## src/rtl/sync_fifo_pkg.sv

```systemverilog
// sync_fifo_pkg: width helpers shared by sync_fifo_v2 and fifo_wrap_ptr
//   cnt_w(depth) : bits needed to hold an occupancy of 0..depth
//   ptr_w(depth) : bits needed to index depth entries (at least 1)
package sync_fifo_pkg;
    function automatic int cnt_w(input int depth);
        return $clog2(depth + 1);
    endfunction
    function automatic int ptr_w(input int depth);
        return (depth > 2) ? $clog2(depth) : 1;
    endfunction
endpackage

```

## src/rtl/fifo_wrap_ptr.sv

```systemverilog
// fifo_wrap_ptr: modulo-DEPTH pointer, wraps DEPTH-1 -> 0 for any DEPTH
//   clk_i : clock
//   clr_i : synchronous clear to 0 (has priority over inc_i)
//   inc_i : advance pointer by one
//   ptr_o : current pointer value
module fifo_wrap_ptr
    import sync_fifo_pkg::*;
#(
    parameter int DEPTH = 16
) (
    input  logic                      clk_i,
    input  logic                      clr_i,
    input  logic                      inc_i,
    output logic [ptr_w(DEPTH)-1:0]   ptr_o
);
    localparam int PW = ptr_w(DEPTH);
    logic [PW-1:0] r_ptr;
    always_ff @(posedge clk_i)
        if (clr_i) r_ptr <= '0;
        else if (inc_i) r_ptr <= (r_ptr == PW'(DEPTH - 1)) ? '0 : r_ptr + 1'b1;
    assign ptr_o = r_ptr;
endmodule

```

## src/rtl/sync_fifo_v2.sv

```systemverilog
// sync_fifo_v2: single-clock FIFO, any depth, count, almost flags, sticky errors, flush
//   Macro SYNC_FIFO_FWFT_EN: defined -> first-word-fall-through read,
//                            undefined -> registered read (data one cycle after pop)
//   clk_i/rst_i           : clock, synchronous active-high reset
//   clear_i               : synchronous flush
//   push_i/push_data_i    : write request and data
//   pop_i                 : read request (acknowledge in FWFT mode)
//   pop_data_o/pop_valid_o: read data and its qualifier
//   full_o/empty_o        : count == DEPTH / count == 0
//   almost_full_o/_empty_o: count >= AF_THRESH / count <= AE_THRESH
//   count_o               : occupancy
//   overflow_o/underflow_o: sticky refused push / pop on empty
module sync_fifo_v2
    import sync_fifo_pkg::*;
#(
    parameter int WIDTH     = 32,
    parameter int DEPTH     = 16,
    parameter int AF_THRESH = DEPTH - 2,
    parameter int AE_THRESH = 1
) (
    input  logic                      clk_i,
    input  logic                      rst_i,
    input  logic                      clear_i,
    input  logic                      push_i,
    input  logic [WIDTH-1:0]          push_data_i,
    input  logic                      pop_i,
    output logic [WIDTH-1:0]          pop_data_o,
    output logic                      pop_valid_o,
    output logic                      full_o,
    output logic                      empty_o,
    output logic                      almost_full_o,
    output logic                      almost_empty_o,
    output logic [cnt_w(DEPTH)-1:0]   count_o,
    output logic                      overflow_o,
    output logic                      underflow_o
);
    localparam int CW = cnt_w(DEPTH);
    localparam int PW = ptr_w(DEPTH);

    logic [WIDTH-1:0] r_mem [DEPTH];
    logic [CW-1:0]    r_count;
    logic             r_over;
    logic             r_under;
    logic [PW-1:0]    w_head;
    logic [PW-1:0]    w_tail;
    logic             w_flush;
    logic             w_pop_acc;
    logic             w_push_acc;

    assign w_flush    = rst_i | clear_i;
    assign w_pop_acc  = pop_i & ~empty_o;
    // a push into a full FIFO is still taken when a pop frees a slot the same cycle
    assign w_push_acc = push_i & (~full_o | w_pop_acc);

    fifo_wrap_ptr #(.DEPTH(DEPTH)) u_head (
        .clk_i (clk_i),
        .clr_i (w_flush),
        .inc_i (w_pop_acc),
        .ptr_o (w_head)
    );

    fifo_wrap_ptr #(.DEPTH(DEPTH)) u_tail (
        .clk_i (clk_i),
        .clr_i (w_flush),
        .inc_i (w_push_acc),
        .ptr_o (w_tail)
    );

    always_ff @(posedge clk_i)
        if (w_push_acc & ~w_flush) r_mem[w_tail] <= push_data_i;

    always_ff @(posedge clk_i) begin
        if (w_flush) begin
            r_count <= '0;
            r_over  <= 1'b0;
            r_under <= 1'b0;
        end else begin
            r_count <= r_count + CW'(w_push_acc) - CW'(w_pop_acc);
            r_over  <= r_over | (push_i & ~w_push_acc);
            r_under <= r_under | (pop_i & empty_o);
        end
    end

    // flags decode the count register only, so push_i/pop_i never reach them combinationally
    assign count_o        = r_count;
    assign full_o         = r_count == CW'(DEPTH);
    assign empty_o        = r_count == '0;
    assign almost_full_o  = int'(r_count) >= AF_THRESH;
    assign almost_empty_o = int'(r_count) <= AE_THRESH;
    assign overflow_o     = r_over;
    assign underflow_o    = r_under;

`ifdef SYNC_FIFO_FWFT_EN
    assign pop_valid_o = ~empty_o;
    assign pop_data_o  = empty_o ? '0 : r_mem[w_head];
`else
    logic [WIDTH-1:0] r_data;
    logic             r_valid;
    // data holds its last value across flush; only reset zeroes it
    always_ff @(posedge clk_i) begin
        if (rst_i) begin
            r_valid <= 1'b0;
            r_data  <= '0;
        end else if (clear_i) begin
            r_valid <= 1'b0;
        end else begin
            r_valid <= w_pop_acc;
            if (w_pop_acc) r_data <= r_mem[w_head];
        end
    end
    assign pop_valid_o = r_valid;
    assign pop_data_o  = r_data;
`endif
endmodule
```

## config.mk

```make
export PLATFORM = sky130hd
export DESIGN_NAME = sync_fifo_v2
export DESIGN_NICKNAME = d
export VERILOG_FILES = /design/src/rtl/sync_fifo_pkg.sv /design/src/rtl/fifo_wrap_ptr.sv /design/src/rtl/sync_fifo_v2.sv
export SDC_FILE = /design/constraint.sdc
export NUM_CORES = 1
export LEC_CHECK = 0
export BUFFER_PORTS_ARGS = -buffer_cell sky130_fd_sc_hd__buf_2
export CORE_UTILIZATION = 30
export DETAILED_ROUTE_END_ITERATION = 8
export PLACE_DENSITY_LB_ADDON = 0.05
export SLEW_MARGIN = 15
export SYNTH_ARGS = -nofsm -noshare
export SYNTH_HDL_FRONTEND = slang
export SYNTH_HIERARCHICAL = 1
export SYNTH_SLANG_ARGS = --single-unit
```

## constraint.sdc

```tcl
create_clock -name clk_i -period 6 [get_ports clk_i]
set_clock_uncertainty 0.2 [all_clocks]
set_input_delay 0 -clock clk_i [delete_from_list [all_inputs] [get_ports clk_i]]
set_output_delay 0 -clock clk_i [all_outputs]
set_load 0.02 [all_outputs]
```

# After elaboration in Yosys (flattened, before gate mapping)
# Memory sizes are Yosys's and may differ from the RTL's. A register that Yosys moved wholly into a read port is not among the register bits.
# Index checks and enable logic that the tools add are counted.
# W data, S select, Z words.
# word_totals
input_bits	37
regBits	16
ram_bits	512
wordCells	37
n_memories	1
output_inout_bits	44
# op_classes
n_eq_ne	3
muxes	4
n_bitwise	14
add_sub_neg	4
n_lt_le_gt_ge	2
n_reduce_logical	3
# mem_list
memory	depth	width	rd	rd_ports_with_merged_regs	write_ports	line_no	text
r_mem	16	32	1	1	1	sync_fifo_v2.sv:40	logic [WIDTH-1:0] r_mem [DEPTH];
# op_table
op	count
$add A4 B1 Y4 const B	2
$eq A4 B4 Y1 const B	2
$mux W4	2
$add A5 B1 Y5	1
$and A1 B1 Y1	5
$eq A5 B5 Y1 const B	1
$ge A5 B4 Y1 const B	1
$le A5 B1 Y1 const B	1
$logic_not A5 Y1	1
$not A1 Y1	5
$sub A5 B1 Y5	1
$or A1 B1 Y1	4
$mux W1	2
$reduce_and A2 Y1	1
$reduce_or A2 Y1	1

# Depth between registers and ports, before layout
# Gate-level depths: netlist of the first run.
# logic_depth
word_depth	8
depth_mapped	13
ltp_nobuf	13

# Cells and area by module
# Netlist of the first run, hierarchy kept.
# modules_own_cells
mod	seq_area_each_um2	area_each_um2	cells_per_inst	n_inst
sync_fifo_v2	16175.5	21016.4	934	1
fifo_wrap_ptr	80.1	173.9	19	2

# Worst setup path before layout of the first run
# Ideal clock, no wire load.
# synth_timing
kind	reg-to-reg
startpoint	register r_count[2], in the netlist count_o[2]
endpoint	memory r_mem[0][0], enable pin
n_path_buf	0
t_arrival_ns	4.234
required_time_ns	5.339
slack_ns	1.105
stages_incl_launch_ff	7
period_less_slack_ns	4.895
setup_ns	0.461
cell_sequence	dfxtp_1 > inv_1 > ha_1 > and4bb_2 > a21boi_2 > or4b_1 > nor3_1
# synth_between
word_cells_on_any_way	10
cone_classes	eq/ne: 1; mux: 2; bitwise: 6; reduce/logical: 1
# synth_lines
item	line_no	text
from (decl)	sync_fifo_v2.sv:41	logic [CW-1:0] r_count;
from (signal assigned)	sync_fifo_v2.sv:78	r_count <= r_count + CW'(w_push_acc) - CW'(w_pop_acc);
$eq A5 B5 Y1	sync_fifo_v2.sv:86	assign full_o = r_count == CW'(DEPTH);
via full_o	sync_fifo_v2.sv:29	output logic full_o,
$not A1 Y1	sync_fifo_v2.sv:53	assign w_push_acc = push_i & (~full_o | w_pop_acc);
$or A1 B1 Y1	sync_fifo_v2.sv:53	
$and A1 B1 Y1	sync_fifo_v2.sv:53	
via w_push_acc	sync_fifo_v2.sv:48	logic w_push_acc;
$and A1 B1 Y1	sync_fifo_v2.sv:70	if (w_push_acc & ~w_flush) r_mem[w_tail] <= push_data_i;
$mux W1	sync_fifo_v2.sv:70	
$mux W1 (not written as such)	sync_fifo_v2.sv:70	
to (decl)	sync_fifo_v2.sv:40	
# The timed path passes the listed nets, and every way through them passes these cells.

# Worst setup path in the final report of the first run
# layout_timing
startpoint	register r_count[2], in the netlist count_o[2]
endpoint	memory r_mem[11][14], enable pin
# layout_between
elab_chain_cells	8
word_cells_on_any_way	10
cone_classes	eq/ne: 1; mux: 2; bitwise: 6; reduce/logical: 1
# layout_rtl
item	line_no	text
$logic_not A5 Y1	sync_fifo_v2.sv:87	assign empty_o = r_count == '0;
$not A1 Y1	sync_fifo_v2.sv:51	assign w_pop_acc = pop_i & ~empty_o;
$and A1 B1 Y1	sync_fifo_v2.sv:51	
$or A1 B1 Y1 *	sync_fifo_v2.sv:53	
$and A1 B1 Y1 *	sync_fifo_v2.sv:53	
via w_push_acc	sync_fifo_v2.sv:48	
$and A1 B1 Y1 *	sync_fifo_v2.sv:70	
$mux W1 *	sync_fifo_v2.sv:70	
$mux W1 (not written as such) *	sync_fifo_v2.sv:70	
# The timed path passes the listed nets; every way through them passes the cells marked *.

==> results of run 1 <==
## path summary, 6_finish.rpt
kind                             startpoint       endpoint  slack (ns)  depth (start not counted)
worst max-delay path             count_o[2]  r_mem[11][14]        2.35                          7
worst min-delay path                  pop_i    underflow_o        0.06                          4
worst max register to register   count_o[2]  r_mem[11][14]        2.35                          7
worst min register to register  underflow_o    underflow_o        0.26                          2
## final cells by class
class                   instances  area (um2)
diodes                          1        2.50
clock buffers                  95        1880
clock inverters                23         244
fillers                      6455       44700
inverters                      10        40.0
multi-input cells             357        4810
flip-flops and latches        560       16300
well taps                     940        1180
repair buffers                145        1020
## critical path: stages (launching register included)
cell      delay (ns)
dfxtp_1         0.40
inv_1           0.12
ha_1            0.24
and4bb_2        0.26
a21boi_2        0.42
nand4_1         0.45
nor2_4          0.79
buf_4           0.42
## cell usage after synthesis, types with 2 or more instances
library cell	count	area, um2
mux2_2	32	360
a221o_1	32	320
clkbuf_1	12	45.0
a41oi_1	2	17.5
o21ai_0	3	15.0
buf_6	15	169
inv_1	8	30.0
ha_1	13	163
a21oi_1	9	45.0
nor3_1	6	30.0
nor2_1	57	214
mux2i_1	34	340
edfxtp_1	512	15400
and2_1	2	12.5
nand3b_1	2	15.0
nand2_1	7	26.3
nand3_1	4	20.0
mux4_2	128	2880
buf_2	10	50.1
nand4b_1	3	26.3
nand2b_1	7	43.8
xor2_1	4	35.0
dfxtp_1	48	961
buf_1	8	30.0
## sequential cells by signal, summed over array words and instances (netlist names)
register	cells
overflow_o	1
pop_data_o	32
underflow_o	1
u_head/ptr_o	4
count_o	5
pop_valid_o	1
u_tail/ptr_o	4
r_mem	512
## logic make-up (layout without fill, tap and decap cells)
| logic type | after synthesis | after routing | share of synthesized area |
|---|---|---|---|
| AOI/OAI and AO/OA | 50 | 50 | 0.0203 |
| xor gates and xnor gates | 4 | 4 | 0.00164 |
| adders and majority gates | 14 | 14 | 0.00855 |
| buffers and inverters | 55 | 273 | 0.0156 |
| DFF | 560 | 560 | 0.765 |
| muxes | 194 | 194 | 0.168 |
| other | 0 | 1 | 0 |
| and+or+nand+nor | 95 | 95 | 0.0215 |
## power breakdown
part	total, mW	internal, mW	switching, mW
clock network	3.95	2.36	1.59
registers	4.35	4.30	0.0487
logic	0.621	0.265	0.356
total	8.91	6.92	1.99
## metrics by stage
stage	power, mW	area, um2	utilization	std cells
after global routing	9.25	25500	0.363	2130
after global placement	5.05	23000	0.327	1973
after CTS	9.07	25500	0.363	2130
final	8.91	25500	0.363	2131
after detailed placement	5.05	23000	0.327	1973
after floorplan	4.81	21400	-	972
## layout by cell type, fill, tap and decap left out, types with 32 or more instances in the layout
cell	instances
buf_2	80
nor2_1	45
mux4_2	128
dlygate4sd3_1	39
edfxtp_1	512
mux2_2	32
clkbuf_16	67
mux2i_1	34
dfxtp_1	45
a221o_1	32
## routing by layer
metal / vias to the layer above / wire, um
li1: 4420 / -
met1: 5448 / 26500
met2: 155 / 25400
met3: 80 / 1630
met4: 2 / 1080
met5: - / 13
==> impl_metrics.py, run 1 <==
metrics = {
    "grt": {
        "gr-max-usage-layer": "met2",
        "grt_pass1_wl_um": 79400,
        "track_usage": 0.157,
        "grt_util_met2": 0.244,
        "grt_max_degree": 51,
        "antenna_found_initial": 1,
        "grt_util_met1": 0.224,
        "use_met3": 0.0287,
        "overflow": 0,
        "grt_pass1_vias": 10917,
    },
    "floorplanning": {
        "ios": 81,
        "die_w_um": 269,
        "die_area_um2": 72300,
        "core_area_um2": 70300,
        "start_util": 0.304,
        "rows": 97,
        "dieHeight_um": 269,
    },
    "logic_synthesis": {
        "synth.distinct_cells": 38,
        "synthArstFlopShare": 0,
        "synth_enable_flop_cells": 512,
        "yosysWarningCount": 6,
        "ys_seq_elements": 560,
        "netlist_area_um2": 21400,
        "synthesis.nets": 1023,
        "ys.flop_type": "edfxtp_1",
        "synth_area_per_cell_um2": 22.0,
        "synthCells": 972,
        "ys_seq_area_frac": 0.765,
    },
    "worst_setup_path": {
        "cp.arrival_ns": 3.71,
        "cp_max_fo": 18,
        "cp-start-kind": "flop",
        "worstSetupEndpointType": "flop",
        "required_ns": 6.06,
        "critPathKind": "flop to flop",
    },
    "cells_and_area": {
        "drive_gt1_frac": 0.324,
        "areaGrowthSynthToFinish_pct": 19.5,
        "finalNetCount": 1191,
    },
    "clock_tree": {
        "cts_setup_buffers": 0,
        "cts_tree": "yes",
        "clock_latency_ns": 0.60,
        "cts.repair.resized": 0,
        "cts_made_buffers": 66,
        "hold_buffers": 39,
        "cts-root-buf": "clkbuf_16",
        "cts_sinks": 560,
        "max-clock-path-buffers": 3,
        "htreeDepth": 3,
        "path_clk_slew_ns": 0.05,
    },
    "routing": {
        "drcViolationCount": 0,
        "vias": 10105,
        "first_pass_iters": 4,
        "via_per_inst": 4.74,
        "wl_per_cell_um": 25.6,
        "drtIter0Drc": 657,
        "drt_wl_total_um": 54600,
        "ant_nets": 0,
    },
    "placed_design": {
        "place_ws_ns": 2.29,
        "gp_congestion": 0.672,
        "hpwl_um": 31800,
        "port_buffers": 80,
    },
    "timing": {
        "rsz0062_at_grt": "false",
        "fin_crit_sh": 0.608,
        "period_needed_ns": 3.65,
        "tns_ns": 0,
        "slew_headroom": 0.398,
        "fin_ws_ns": 2.35,
        "fin_hold_ws_ns": 0.0646,
        "max_freq_mhz": 274,
        "slew_violations": 0,
        "worstMarginPinSlew_ns": 0.902,
        "setup_viol": 0,
        "hold_viol": 0,
    },
    "power": {
        "power_density_nw_per_um2": 349,
        "power.leakage_nw": 8.00,
        "peakVddDrop_mv": 0.181,
    },
    "outcome": {
        "status": "complete, no violations",
    },
    "hold_path": {
        "hold_path.class": "input port to flop",
    },
    "run": {
        "max_cap_violations": 0,
    },
}
Power figures use the tool's default switching activity.
==> run 2: changes to the inputs <==
Clock period 6 ns to 3.27 ns, I/O delays scaled along.
==> impl_metrics.py, run 2 (synthesis gave the netlist of run 1 again) <==
metrics = {
    "outcome": {
        "status": "complete, no violations",
    },
    "power": {
        "peakVddDrop_mv": 0.307,
        "clkPwrFrac": 0.437,
        "power_density_nw_per_um2": 623,
        "pwr-share-seq": 0.491,
        "power.leakage_nw": 8.15,
        "combPwrFrac": 0.072,
        "p_int_mw": 12.6,
        "p_sw_frac": 0.219,
        "power_switching_mw": 3.54,
    },
    "routing": {
        "wl_per_cell_um": 25.0,
        "drcViolationCount": 0,
        "vias": 10129,
        "via_per_inst": 4.71,
        "ant_nets": 0,
        "drt_wl_total_um": 53700,
        "drtIter0Drc": 451,
        "first_pass_iters": 4,
    },
    "clock_tree": {
        "max-clock-path-buffers": 3,
        "path_clk_slew_ns": 0.06,
        "cts-root-buf": "clkbuf_16",
        "cts_setup_buffers": 0,
        "htreeDepth": 3,
        "clock_latency_ns": 0.59,
        "cts_made_buffers": 66,
        "cts_tree": "yes",
        "cts_sinks": 560,
    },
    "worst_setup_path": {
        "timing.rr.start": "count_o[2]",
        "startpoint": "count_o[2]",
        "cp_common_cell": "a21oi_1",
        "slowest_delay_ns": 0.50,
        "cpLargestDelayFamily": "simple AND/OR/NAND/NOR gates",
        "cp.arrival_ns": 3.33,
        "worstSetupEndpointType": "flop",
        "crit_buf_inv": 2,
        "cp_max_fo": 9,
        "r2r_setup_slack_ns": 0.24,
        "required_ns": 3.57,
        "critical_path.slowest_cell": "or4b_4",
        "cp_cell_sequence": "inv_1, ha_2, or4b_4, nand2_4, inv_4, nand2b_4, nand2_1, ha_1, fa_1, nand2b_1, a21oi_1, or3_1, a21oi_1",
        "cp-start-kind": "flop",
        "critPathKind": "flop to flop",
        "cp.depth": 13,
        "r2r_end": "count_o[4]",
        "crit_end": "count_o[4]",
        "r2r_cells": 13,
    },
    "placed_design": {
        "hpwl_um": 30600,
        "dp.cells": 1994,
        "place_ws_ns": 0.146,
        "gp_congestion": 0.679,
        "port_buffers": 80,
    },
    "floorplanning": {
        "core_area_um2": 70300,
        "rows": 97,
        "die_area_um2": 72300,
        "ios": 81,
        "start_util": 0.304,
        "die_w_um": 269,
        "dieHeight_um": 269,
    },
    "grt": {
        "overflow": 0,
        "grt_max_degree": 45,
        "grt_pass1_vias": 10841,
        "track_usage": 0.154,
        "antenna_found_initial": 0,
        "grt_pass1_wl_um": 78400,
    },
    "timing": {
        "period_needed_ns": 3.03,
        "fin_ws_ns": 0.244,
        "hold_viol": 0,
        "max_freq_mhz": 330,
        "rsz0062_at_grt": "false",
        "fin_crit_sh": 0.925,
        "worstMarginPinSlew_ns": 0.733,
        "tns_ns": 0,
        "fin_hold_ws_ns": 0.0675,
        "slew_headroom": 0.512,
        "slew_violations": 0,
        "setup_viol": 0,
    },
    "cells_and_area": {
        "stdcell_count": 2152,
        "largest_reg_flops": 512,
        "areaGrowthSynthToFinish_pct": 21.6,
        "drive_gt1_frac": 0.340,
        "fill_cells": 6441,
        "antenna_cells": 0,
        "most-common-layout-cells": "512 x edfxtp_1, 128 x mux4_2, 80 x buf_2",
        "final_common_cell": "edfxtp_1",
        "finalNetCount": 1213,
        "top_register": "r_mem",
    },
    "hold_path": {
        "hold_path.class": "input port to flop",
    },
    "run": {
        "max_cap_violations": 0,
    },
}
## run 2: cell count changes in the layout (fill, tap and decap cells not counted), moves of 3 or more
cell / delta
buf_12: +22
clkinv_2: +4
nor3_2: -4
nor3_4: +4
clkbuf_8: -3
## run 2: layer usage
metal,wire length (um),share of wire,track usage,vias up
met5,0,0,0,-
met2,26900,0.50,0.257,173
met4,1110,0.021,0.0398,0
met3,1760,0.033,0.0306,73
li1,-,-,-,4459
met1,24000,0.45,0.204,5424
## run 2: through the flow
step	power, mW	utilization	instance area, um2
final	16.2	0.370	26000
after global routing	16.8	0.370	26000
after CTS	16.5	0.369	26000
after detailed placement	9.27	0.334	23500
after global placement	9.27	0.334	23500
after floorplan	8.83	-	21400
## run 2: how the worst min path moves through the flow
| stage | depth (start not counted) | slack (ns) | from | to |
|---|---|---|---|---|
| 5_1_grt | 4 | 0.11 | pop_i | underflow_o |
| 3_5_place_dp | 3 | 0.1 | push_i | overflow_o |
| 6_report | 4 | 0.07 | pop_i | underflow_o |
| 3_3_place_gp | 3 | 0.11 | push_i | overflow_o |
| 2_1_floorplan | 0 | -0.10 | push_data_i[0] | r_mem[0][0] |
| 4_1_cts | 4 | 0.03 | pop_i | underflow_o |
## run 2: timing repair
action | in CTS | in global routing
gates resized for setup | 0 | 2
hold buffers | 40 | 0
endpoints found under the setup margin | 0 | 1
endpoints found under the hold margin | 561 | 0
## run 2: power groups by stage
stage                     clock, mW  combinational (mW)  sequential (mW)
after floorplan                   0               0.682             8.15
after global placement            0                1.16             8.11
after detailed placement          0                1.16             8.11
after CTS                      7.34                1.20             7.96
after global routing           7.56                1.28             7.96
final                          7.08                1.16             7.96
## run 2: tightest hold or removal path: cells and delay by family
| kind | cells | cell delay (ns) |
|---|---|---|
| simple gates | 1 | 0.07 |
| compound gates | 1 | 0.07 |
| buf+inv | 2 | 0.67 |
## run 2: layout make-up
| cell class | instances | area, um2 | area share |
|---|---|---|---|
| sequential | 560 | 16300 | 0.629 |
| multi-input combinational | 357 | 4860 | 0.187 |
| clock buffer | 90 | 1830 | 0.0706 |
| timing repair buffer | 167 | 1470 | 0.0565 |
| tap | 940 | 1180 | 0.0453 |
| clock inverter | 28 | 246 | 0.00949 |
| inverter | 10 | 40.0 | 0.00154 |
